`src/rtl/mmu_input_feeder.sv`:
```
// mmu_input_feeder
//   Streams input vectors from the activation buffer into the left edge of the
//   systolic MMU. One vector is read per cycle. Each row of the vector is then
//   delayed diagonally: row r is delayed r cycles more than row 0. A valid bit
//   travels with the data and drives the PE row's active input.
// Ports:
//   clk, reset      rising-edge clock, synchronous active-high reset
//   start           1-cycle pulse that begins a feed job (honoured only when idle)
//   base_addr       address of the first vector, latched on start
//   num_vectors     number of vectors to feed (0 allowed), latched on start
//   mem_rd_en       activation buffer read strobe
//   mem_addr        activation buffer read address
//   mem_rdata       read data, valid the cycle after mem_rd_en
//   datain_out      lane r drives PE row r; the lane is zero while that row is inactive
//   active_out      bit r is the active flag for PE row r
//   busy            high while a job is in progress, including the done cycle
//   done            1-cycle pulse once the last vector has left the skew pipeline
module mmu_input_feeder #(
    parameter int unsigned ARRAY_DIM = 8,
    parameter int unsigned DATA_W    = 8,
    parameter int unsigned ADDR_W    = 8
) (
    input  logic                          clk,
    input  logic                          reset,
    input  logic                          start,
    input  logic [ADDR_W-1:0]             base_addr,
    input  logic [ADDR_W-1:0]             num_vectors,
    output logic                          mem_rd_en,
    output logic [ADDR_W-1:0]             mem_addr,
    input  logic [ARRAY_DIM*DATA_W-1:0]   mem_rdata,
    output logic [ARRAY_DIM*DATA_W-1:0]   datain_out,
    output logic [ARRAY_DIM-1:0]          active_out,
    output logic                          busy,
    output logic                          done
);

    localparam int unsigned DCNT_W = $clog2(ARRAY_DIM + 1);

    localparam logic [1:0] S_IDLE  = 2'd0;
    localparam logic [1:0] S_FETCH = 2'd1;
    localparam logic [1:0] S_DRAIN = 2'd2;
    localparam logic [1:0] S_DONE  = 2'd3;

    logic [1:0]        state_q,  state_d;
    logic [ADDR_W-1:0] num_q,    num_d;
    logic [ADDR_W-1:0] idx_q,    idx_d;
    logic [DCNT_W-1:0] dcnt_q,   dcnt_d;
    logic              rd_en_q,  rd_en_d;
    logic [ADDR_W-1:0] addr_q,   addr_d;
    logic              busy_q,   busy_d;
    logic              done_q,   done_d;
    logic              rvalid_q, rvalid_d;

    // Next-state and registered-output logic of the job controller.
    always_comb begin
        state_d = state_q;
        num_d   = num_q;
        idx_d   = idx_q;
        dcnt_d  = dcnt_q;
        rd_en_d = 1'b0;
        addr_d  = '0;
        case (state_q)
            S_IDLE: begin
                if (start) begin
                    num_d = num_vectors;
                    if (num_vectors != '0) begin
                        state_d = S_FETCH;
                        rd_en_d = 1'b1;
                        addr_d  = base_addr;
                        idx_d   = '0;
                    end else begin
                        state_d = S_DONE;
                    end
                end
            end
            // idx_q is the index of the read currently on the bus.
            S_FETCH: begin
                if (idx_q == ADDR_W'(num_q - ADDR_W'(1))) begin
                    state_d = S_DRAIN;
                    dcnt_d  = '0;
                end else begin
                    idx_d   = ADDR_W'(idx_q + ADDR_W'(1));
                    rd_en_d = 1'b1;
                    addr_d  = ADDR_W'(addr_q + ADDR_W'(1));
                end
            end
            // Wait for the last read to reach the deepest row: ARRAY_DIM+1 cycles.
            S_DRAIN: begin
                if (dcnt_q == DCNT_W'(ARRAY_DIM)) begin
                    state_d = S_DONE;
                end else begin
                    dcnt_d = DCNT_W'(dcnt_q + DCNT_W'(1));
                end
            end
            S_DONE: begin
                state_d = S_IDLE;
            end
            default: begin
                state_d = S_IDLE;
            end
        endcase
        busy_d   = (state_d != S_IDLE);
        done_d   = (state_d == S_DONE);
        rvalid_d = rd_en_q;
    end

    always_ff @(posedge clk) begin
        if (reset) begin
            state_q  <= S_IDLE;
            num_q    <= '0;
            idx_q    <= '0;
            dcnt_q   <= '0;
            rd_en_q  <= 1'b0;
            addr_q   <= '0;
            busy_q   <= 1'b0;
            done_q   <= 1'b0;
            rvalid_q <= 1'b0;
        end else begin
            state_q  <= state_d;
            num_q    <= num_d;
            idx_q    <= idx_d;
            dcnt_q   <= dcnt_d;
            rd_en_q  <= rd_en_d;
            addr_q   <= addr_d;
            busy_q   <= busy_d;
            done_q   <= done_d;
            rvalid_q <= rvalid_d;
        end
    end

    assign mem_rd_en = rd_en_q;
    assign mem_addr  = addr_q;
    assign busy      = busy_q;
    assign done      = done_q;

    // Per-row skew pipeline: row r has r+1 stages. Data is zeroed on entry when
    // not valid, so every stage holds zero whenever its valid bit is low.
    for (genvar r = 0; r < int'(ARRAY_DIM); r++) begin : g_row
        logic [r:0]             v_q, v_d;
        logic [DATA_W-1:0]      d_q [r+1];
        logic [DATA_W-1:0]      d_d [r+1];

        always_comb begin
            v_d[0] = rvalid_q;
            d_d[0] = rvalid_q ? mem_rdata[r*DATA_W +: DATA_W] : '0;
            for (int s = 1; s <= r; s++) begin
                v_d[s] = v_q[s-1];
                d_d[s] = d_q[s-1];
            end
        end

        always_ff @(posedge clk) begin
            if (reset) begin
                v_q <= '0;
                for (int s = 0; s <= r; s++) begin
                    d_q[s] <= '0;
                end
            end else begin
                v_q <= v_d;
                for (int s = 0; s <= r; s++) begin
                    d_q[s] <= d_d[s];
                end
            end
        end

        assign active_out[r]                 = v_q[r];
        assign datain_out[r*DATA_W +: DATA_W] = d_q[r];
    end

endmodule
```
`config.mk`:
```
export PLATFORM = sky130hd
export DESIGN_NAME = mmu_input_feeder
export DESIGN_NICKNAME = d
export VERILOG_FILES = /design/src/rtl/mmu_input_feeder.sv
export SDC_FILE = /design/constraint.sdc
export NUM_CORES = 1
export LEC_CHECK = 0
export BUFFER_PORTS_ARGS = -buffer_cell sky130_fd_sc_hd__buf_2
export CAP_MARGIN = 30
export CORE_MARGIN = 5
export CORE_UTILIZATION = 46
export DETAILED_ROUTE_END_ITERATION = 8
export PLACE_DENSITY = 0.72
export SLEW_MARGIN = 5
export SYNTH_ARGS = -nofsm -noshare
export SYNTH_HDL_FRONTEND = slang
export SYNTH_SLANG_ARGS = --single-unit
```
`constraint.sdc`:
```
create_clock -name clk -period 3.2 [get_ports clk]
set_input_delay 0.32 -clock clk [delete_from_list [all_inputs] [get_ports clk]]
set_output_delay 0.32 -clock clk [all_outputs]
set_load 0.05 [all_outputs]
```
==> flow_metrics.py, run 1 <==
metrics = {
    "setup_path": {
        "critical_path_class": "register to register",
        "cp_slowest_stage_delay_ps": 560,
        "r2r_cells": 7,
        "critPathSlowestCell": "or4_4",
        "required_ps": 3570,
        "crit_fanout": 7,
        "path_cells": "or4_4 -> o21a_1 -> or4_4 -> a2111oi_4 -> buf_4 -> a21oi_4 -> a31o_1",
        "crit_path_end_kind": "register",
        "crit_arrival_ps": 3150,
        "startpoint_type": "register",
        "cpMostUsedCell": "or4_4",
    },
    "place": {
        "io_buffers": 165,
        "gp_congestion": 0.748,
        "dp_hpwl_mm": 9.24,
    },
    "sta": {
        "min_period_over_period_pct": 86.8,
        "skew_ps": 11.4,
        "timing.hold.ws_ps": 28.0,
        "finalHoldViolCount": 0,
        "fin_tns_setup_ps": 0,
        "max_slew_margin_pct": 38.1,
        "fmax_mhz": 360,
        "layout_min_cycle_time_ps": 2780,
        "grt_setup_unrepaired": "false",
        "worst_slew_pin_slew_ps": 922,
        "setup_violations": 0,
        "drv_slew": 0,
    },
    "floorplan": {
        "die_y_um": 155,
        "io_pins": 166,
        "rows": 53,
        "fp.dieArea_mm2": 0.0240,
        "start_util_pct": 46.4,
        "core-area_mm2": 0.0208,
        "die_x_um": 155,
    },
    "power": {
        "pwr-share-comb_pct": 3.6,
        "vdd_drop_max_v": 0.000418,
        "power_density_mw_per_mm2": 705,
        "swShare_pct": 20.4,
        "seqPwrFrac_pct": 50.4,
        "power.leakage_nw": 5.07,
        "p_int_w": 0.00662,
        "clock_power_share_pct": 46.0,
        "switching_power_w": 0.00170,
    },
    "finish": {
        "nNetsFinal": 1073,
        "most-common-layout-cells": "330 x dfxtp_1, 233 x nor2b_1, 164 x buf_2",
        "syn2layout_area_growth_pct": 22.3,
        "final_common_cell": "dfxtp_1",
        "drive_gt1_share_pct": 23.5,
        "fillers": 1731,
    },
    "synthesis": {
        "ys_warn_count": 0,
        "synth-main-ff-cell": "dfxtp_1",
        "ys_async_sr_fraction_pct": 0,
        "synthDistinctLibCells": 46,
        "synthCells": 817,
        "synth_seq_area_share_pct": 68.4,
        "syn_nets": 905,
        "synth_area_mm2": 0.00966,
        "syn_area_per_cell_um2": 11.8,
        "ys_ff_latch": 330,
        "synth-edff-count": 0,
    },
    "route": {
        "dr.pass1.iters": 4,
        "wirelength_mm": 14.8,
        "routedWlPerCell_um": 11.5,
        "avgViaCountPerCell": 4.25,
        "drc": 0,
        "final_antenna_net_count": 0,
        "first_iter_violations": 189,
        "vias": 5459,
    },
    "global_routing": {
        "grt_pass1_vias": 5056,
        "gr-total-overflow": 0,
        "grt_first_pass_wirelength_mm": 24.1,
        "track_usage_pct": 12.1,
        "antenna_found_initial": 1,
        "grt_max_degree": 133,
    },
    "clocking": {
        "ctsResizeCount": 0,
        "clk_path_buf_depth": 3,
        "insertion_delay_ps": 490,
        "cts_sinks": 330,
        "numCtsBuffers": 34,
        "cts_tree": "yes",
        "cts_root_buffer": "clkbuf_16",
        "cts_htree_levels": 2,
        "path_clk_slew_ps": 60,
    },
    "hold_path": {
        "hold_path.class": "primary input to register",
        "worstHoldPathCells": 2,
    },
    "outcome": {
        "status": "complete, no violations",
    },
    "job": {
        "cap_viol_max_count": 0,
    },
}
## kinds of logic after synthesis
logic type               count (synthesis)  share of synthesized area [%]
adder cells (fa/ha/maj)                  5                          0.648
AO/OA/AOI/OAI                           38                           2.63
XOR/XNOR                                19                           1.72
AND/OR/NAND/NOR                        371                           23.5
buffers and inverters                   46                           2.31
multiplexers                             8                          0.829
flip-flops                             330                           68.4
## path summary, 6_finish.rpt
path	from	end	slack [ps]
worst min-delay path	mem_rdata[15]	g_row[1].d_q[0][7]	30
worst max register to register	num_q[0]	dcnt_q[0]	420
worst min register to register	g_row[5].d_q[2][2]	g_row[5].d_q[3][2]	430
worst max-delay path	num_q[0]	dcnt_q[0]	420
## final cells by class
class                   instances  area, um2  share of cell area (%)
inverters                       6       22.5                   0.191
diodes                          1       2.50                  0.0212
well taps                     275        344                    2.91
clock inverters                12        151                    1.28
clock buffers                  46        957                    8.11
repair buffers                172        890                    7.53
flip-flops and latches        330       6610                    55.9
multi-input cells             441       2840                    24.0
## cell usage after synthesis (2+ instances only)
cell type / instances / area share (%)
or3_2: 5 / 0.39
xor2_1: 8 / 0.73
nor3_1: 6 / 0.31
a31oi_1: 2 / 0.13
nand2b_1: 4 / 0.26
o21ai_0: 15 / 0.78
nand3_1: 5 / 0.26
dfxtp_1: 330 / 68
nor4_1: 3 / 0.19
xnor2_1: 11 / 1.0
a211oi_1: 2 / 0.16
buf_6: 2 / 0.23
a21oi_1: 9 / 0.47
mux2i_1: 8 / 0.83
clkbuf_1: 32 / 1.2
ha_1: 5 / 0.65
nand4_1: 5 / 0.32
a31o_1: 2 / 0.18
inv_1: 6 / 0.23
clkbuf_8: 3 / 0.43
nor2b_1: 234 / 15
and3_1: 2 / 0.13
and2_1: 64 / 4.1
nor2_1: 14 / 0.54
nand2_1: 17 / 0.66
and2_2: 2 / 0.16
or4_4: 2 / 0.23
## metrics by stage
| stage | instance area, um2 | std cells | util [%] | power (W) | setup slack (ps) |
|---|---|---|---|---|---|
| floorplan | 9660 | 817 | - | 0.00448 | 637 |
| global placement | 10700 | 1223 | 51.3 | 0.00457 | 530 |
| detailed placement | 10700 | 1223 | 51.3 | 0.00458 | 434 |
| CTS | 11800 | 1282 | 56.7 | 0.00845 | 413 |
| global route | 11800 | 1282 | 56.7 | 0.00866 | 295 |
| finish | 11800 | 1283 | 56.7 | 0.00832 | 424 |
## what timing repair did
item,in CTS,in global routing
endpoints found under the hold margin,1,0
buffers inserted,0,0
hold buffers,1,0
## worst max-delay path, delay by kind of cell (launching register included)
family / cells / cell delay, ps
simple gates: 2 / 1080
compound gates: 4 / 1000
buf+inv: 1 / 230
flops: 1 / 350
## registers in the layout, indices dropped and copies added (netlist names)
register,cells
busy,1
dcnt_q,4
done,1
g_row.d_q,288
g_row.v_d,1
g_row.v_q,8
idx_q,8
mem_addr,8
mem_rd_en,1
num_q,8
state_q,2
## routing by layer
layer | track usage [%] | vias to the layer above | wire length (um)
li1 | - | 2901 | -
met1 | 15.4 | 2358 | 6530
met2 | 18.2 | 166 | 6350
met3 | 5.15 | 32 | 1480
met4 | 4.71 | 2 | 382
met5 | 0 | - | 13
## power groups by stage
stage	registers (W)	clock network [W]	logic, W
2_1_floorplan	0.00432	0	0.000162
3_3_place_gp	0.00428	0	0.000295
3_5_place_dp	0.00428	0	0.000301
4_1_cts	0.00419	0.00396	0.000303
5_1_grt	0.00419	0.00413	0.000332
6_report	0.00419	0.00383	0.000298
No activity file was read; power rests on OpenSTA's default activity.
==> run 2: changes to the inputs <==
--- a/config.mk
+++ b/config.mk
@@ -7,6 +7,7 @@
 export LEC_CHECK = 0
 export BUFFER_PORTS_ARGS = -buffer_cell sky130_fd_sc_hd__buf_2
 export CAP_MARGIN = 30
+export CORE_ASPECT_RATIO = 0.8
 export CORE_MARGIN = 5
 export CORE_UTILIZATION = 46
 export DETAILED_ROUTE_END_ITERATION = 8
==> flow_metrics.py, run 2 (synthesis gave the netlist of run 1 again) <==
metrics = {
    "outcome": {
        "status": "complete, no violations",
    },
    "global_routing": {
        "grt_pass1_vias": 5698,
        "track_usage_pct": 13.7,
        "grt_max_degree": 154,
        "antenna_found_initial": 0,
        "gr-total-overflow": 0,
        "grt_first_pass_wirelength_mm": 27.3,
    },
    "clocking": {
        "insertion_delay_ps": 540,
        "cts_tree": "yes",
        "ctsResizeCount": 0,
        "cts_setup_buffers": 0,
        "cts_root_buffer": "clkbuf_16",
        "cts_sinks": 330,
        "cts_htree_levels": 1,
        "numCtsBuffers": 30,
        "path_clk_slew_ps": 60,
        "clk_path_buf_depth": 3,
    },
    "route": {
        "first_iter_violations": 246,
        "avgViaCountPerCell": 4.31,
        "wirelength_mm": 16.5,
        "final_antenna_net_count": 0,
        "dr.pass1.iters": 4,
        "routedWlPerCell_um": 12.3,
        "vias": 5776,
        "drc": 0,
    },
    "setup_path": {
        "critPathBufInv": 1,
        "crit_arrival_ps": 3220,
        "path_cells": "or4_4 -> o21a_1 -> or4_4 -> a2111oi_4 -> buf_4 -> a21oi_4 -> a31o_1",
        "startpoint_type": "register",
        "critical_path_class": "register to register",
        "cpMostUsedCell": "or4_4",
        "r2r_cells": 7,
        "critPathTopFamily": "simple AND/OR/NAND/NOR gates",
        "reg2reg_to": "dcnt_q[1]",
        "critPathSlowestCell": "or4_4",
        "ff2ff_setup_slack_ps": 400,
        "crit_path_end_kind": "register",
        "required_ps": 3620,
        "cp_slowest_stage_delay_ps": 570,
        "crit_fanout": 7,
        "r2r_start": "num_q[0]",
    },
    "floorplan": {
        "fp.dieArea_mm2": 0.0240,
        "start_util_pct": 46.7,
        "rows": 47,
        "core-area_mm2": 0.0207,
        "die_x_um": 172,
        "die_y_um": 140,
        "io_pins": 166,
    },
    "hold_path": {
        "min_to": "num_q[2]",
        "worstHoldPathCells": 3,
        "min_from": "num_vectors[2]",
        "hold_path.class": "primary input to register",
    },
    "sta": {
        "fmax_mhz": 357,
        "drv_slew": 0,
        "finalWorstSetupSlack_ps": 401,
        "worst_slew_pin_slew_ps": 855,
        "skew_ps": 20.7,
        "layout_min_cycle_time_ps": 2800,
        "min_period_over_period_pct": 87.5,
        "finalHoldViolCount": 0,
        "setup_violations": 0,
        "grt_setup_unrepaired": "false",
        "max_slew_margin_pct": 42.6,
        "fin_tns_setup_ps": 0,
    },
    "place": {
        "gp_congestion": 0.820,
        "post-place-ws_ps": 437,
        "dp_hpwl_mm": 9.56,
        "io_buffers": 165,
    },
    "power": {
        "power_density_mw_per_mm2": 653,
        "power.leakage_nw": 5.32,
        "vdd_drop_max_v": 0.000506,
    },
    "finish": {
        "final_util_pct": 60.0,
        "drive_gt1_share_pct": 21.8,
        "diodes": 0,
        "fillers": 1643,
        "multi_input_area_mm2": 0.00284,
        "most-common-layout-cells": "330 x dfxtp_1, 233 x nor2b_1, 164 x buf_2",
        "top_register": "g_row.d_q",
        "seq_area_mm2": 0.00661,
        "syn2layout_area_growth_pct": 28.7,
        "nNetsFinal": 1139,
        "final_common_cell": "dfxtp_1",
        "largest_register_ffs": 288,
    },
    "job": {
        "cap_viol_max_count": 0,
    },
}
[run 2: cell types whose count changed in the layout (fill, tap and decap cells not counted), sizes merged]
cell / delta
diode: -1
clkinv: -2
bufinv: -1
dlygate4sd3: +71
clkbuf: -1
buf: -1
inv: -2
[run 2: repair_timing]
item | 4_1_cts | 5_1_grt
setup endpoints to repair | 0 | 0
endpoints found under the hold margin | 72 | 0
hold buffers | 72 | 0
[run 2: how the worst max path moves through the flow]
| stage | start | endpoint | slack, ps | depth (start not counted) |
|---|---|---|---|---|
| after floorplan | num_q[0] | dcnt_q[0] | 640 | 7 |
| after global placement | num_q[0] | dcnt_q[1] | 520 | 7 |
| after detailed placement | num_q[0] | dcnt_q[1] | 440 | 7 |
| after CTS | num_q[0] | dcnt_q[1] | 400 | 7 |
| after global routing | num_q[0] | mem_addr[4] | 270 | 6 |
| final | num_q[0] | dcnt_q[1] | 400 | 7 |
[run 2: worst min-delay path: stages]
cell and delay [ps]:
buf_2 90, mux2i_1 60, nor2_1 70
[run 2: where the power goes]
part           switching (W)  internal, W  total, W  leakage [nW]
combinational       0.000200     0.000173  0.000374          2.16
clock                0.00143      0.00213   0.00356         0.501
sequential         0.0000283      0.00416   0.00419          2.67
[run 2: layout make-up]
class,count,area share (%)
sequential,330,53.2
timing repair buffer,242,12.9
inverter,6,0.181
clock inverter,7,0.826
tap,269,2.71
multi-input combinational,441,22.8
clock buffer,45,7.38
[run 2: layer usage]
metal	routed length, um	vias to the layer above	part of all wire [%]	global-route usage (%)
met1	7400	2574	45	17.1
li1	-	3025	-	-
met2	7600	142	46	23.0
met5	0	-	0	0
met4	463	0	2.8	4.47
met3	1050	35	6.3	3.60
[run 2: through the flow]
stage	area (um2)	total power [W]	hold WS (ps)	instances
after floorplan	9660	0.00448	414	817
after global placement	10700	0.00458	416	1216
after detailed placement	10700	0.00458	420	1216
after CTS	12400	0.00822	19.7	1340
after global routing	12400	0.00847	28.4	1340
final	12400	0.00812	44.4	1340
==> run 3: changes to the inputs <==
--- a/config.mk
+++ b/config.mk
@@ -5,7 +5,7 @@
 export SDC_FILE = /design/constraint.sdc
 export NUM_CORES = 1
 export LEC_CHECK = 0
-export BUFFER_PORTS_ARGS = -buffer_cell sky130_fd_sc_hd__buf_2
+export BUFFER_PORTS_ARGS = -buffer_cell sky130_fd_sc_hd__buf_4
 export CAP_MARGIN = 30
 export CORE_ASPECT_RATIO = 0.8
 export CORE_MARGIN = 5
==> flow_metrics.py, run 3 (synthesis gave the netlist of run 1 again) <==
metrics = {
    "finish": {
        "nNetsFinal": 1142,
        "drive_gt1_share_pct": 22.2,
        "most-common-layout-cells": "330 x dfxtp_1, 233 x nor2b_1, 167 x buf_4",
        "final_common_cell": "dfxtp_1",
        "largest_register_ffs": 288,
        "top_register": "g_row.d_q",
        "fillers": 1585,
        "final_cells": 1349,
        "syn2layout_area_growth_pct": 34.4,
        "multi_input_area_mm2": 0.00284,
        "seq_area_mm2": 0.00661,
    },
    "route": {
        "final_antenna_net_count": 0,
        "vias": 5801,
        "avgViaCountPerCell": 4.30,
        "wirelength_mm": 16.3,
        "first_iter_violations": 234,
        "drc": 0,
        "dr.pass1.iters": 4,
        "routedWlPerCell_um": 12.1,
    },
    "power": {
        "seqPwrFrac_pct": 49.2,
        "clock_power_share_pct": 45.9,
        "p_int_w": 0.00676,
        "swShare_pct": 20.6,
        "switching_power_w": 0.00175,
        "pwr-share-comb_pct": 4.8,
        "power_density_mw_per_mm2": 656,
        "vdd_drop_max_v": 0.000548,
        "power.leakage_nw": 5.45,
    },
    "place": {
        "dp_hpwl_mm": 9.34,
        "io_buffers": 165,
        "dp_cells": 1215,
        "gp_congestion": 0.833,
    },
    "floorplan": {
        "rows": 47,
        "io_pins": 166,
        "die_x_um": 172,
        "start_util_pct": 46.7,
        "fp.dieArea_mm2": 0.0240,
        "die_y_um": 140,
        "core-area_mm2": 0.0207,
    },
    "sta": {
        "grt_setup_unrepaired": "false",
        "setup_violations": 0,
        "worst_slew_pin_slew_ps": 955,
        "max_slew_margin_pct": 36.3,
        "skew_ps": 14.5,
        "drv_slew": 0,
        "finalHoldViolCount": 0,
        "layout_min_cycle_time_ps": 2970,
        "fmax_mhz": 337,
        "fin_tns_setup_ps": 0,
        "min_period_over_period_pct": 92.7,
    },
    "global_routing": {
        "track_usage_pct": 13.4,
        "gr-total-overflow": 0,
        "antenna_found_initial": 1,
        "grt_max_degree": 232,
        "grt_pass1_vias": 5615,
        "grt_first_pass_wirelength_mm": 26.8,
    },
    "setup_path": {
        "cp_slowest_stage_delay_ps": 650,
        "critical_path_class": "register to register",
        "critPathSlowestCell": "a2111oi_4",
        "required_ps": 3630,
        "crit_arrival_ps": 3400,
        "critPathBufInv": 1,
        "cpMostUsedCell": "or4_4",
        "startpoint_type": "register",
        "crit_path_end_kind": "register",
        "path_cells": "or4_4 -> o21a_1 -> or4_4 -> a2111oi_4 -> buf_4 -> a21oi_4 -> a31o_1",
        "critPathTopFamily": "compound AO/OA/AOI/OAI gates",
        "crit_fanout": 14,
    },
    "clocking": {
        "cts_sinks": 330,
        "cts_htree_levels": 1,
        "insertion_delay_ps": 550,
        "cts_tree": "yes",
        "path_clk_slew_ps": 60,
        "numCtsBuffers": 31,
        "clk_path_buf_depth": 3,
        "ctsResizeCount": 0,
        "cts_root_buffer": "clkbuf_16",
    },
    "outcome": {
        "status": "complete, no violations",
    },
    "hold_path": {
        "hold_path.class": "primary input to register",
    },
    "job": {
        "cap_viol_max_count": 0,
    },
}
run 3: per-layer routing:
metal	part of all wire [%]	track usage, %	up-vias	wire length, um
met5	0	0	-	0
met2	46	22.0	149	7420
met4	3.8	4.96	0	616
li1	-	-	3036	-
met3	7.5	4.17	42	1230
met1	43	16.5	2574	7020
run 3: area by class of cell:
class | instances | area share, %
multi-input combinational | 441 | 21.8
antenna | 1 | 0.0193
timing repair buffer | 244 | 15.7
tap | 269 | 2.59
sequential | 330 | 50.9
clock inverter | 17 | 1.90
clock buffer | 41 | 6.88
inverter | 6 | 0.173
run 3: power by group through the flow:
stage,combinational [W],sequential (W),clock (W)
floorplan,0.000162,0.00432,0
global placement,0.000332,0.00428,0
detailed placement,0.000335,0.00428,0
CTS,0.000412,0.00419,0.00401
global route,0.000447,0.00419,0.00421
finish,0.000411,0.00419,0.00391
run 3: final timing paths:
kind | endpoint | cells after the start | slack (ps) | from
hold reg to reg | g_row[7].d_q[0][55] | 1 | 430 | g_row[7].d_q[0][47]
hold / removal | num_q[6] | 3 | 20 | num_vectors[6]
setup reg to reg | dcnt_q[0] | 7 | 230 | num_q[0]
setup / recovery | dcnt_q[0] | 7 | 230 | num_q[0]
run 3: what timing repair did:
item / 4_1_cts / 5_1_grt
endpoints found under the hold margin: 75 / 0
setup endpoints to repair: 0 / 0
hold buffers: 75 / 0
setup buffers: 0 / 0
run 3: tightest hold or removal path: stages:
cell	delay, ps
buf_4	80
mux2i_1	60
nor2_1	80
run 3: per-stage QoR:
step | power [W] | utilization [%] | area, um2 | hold WS (ps) | setup WS (ps)
global placement | 0.00461 | 53.6 | 11100 | 416 | 346
finish | 0.00851 | 62.7 | 13000 | 19.4 | 232
floorplan | 0.00448 | - | 9660 | 414 | 637
CTS | 0.00861 | 62.7 | 13000 | 0.802 | 242
detailed placement | 0.00462 | 53.6 | 11100 | 420 | 267
global route | 0.00885 | 62.7 | 13000 | 39.2 | 102
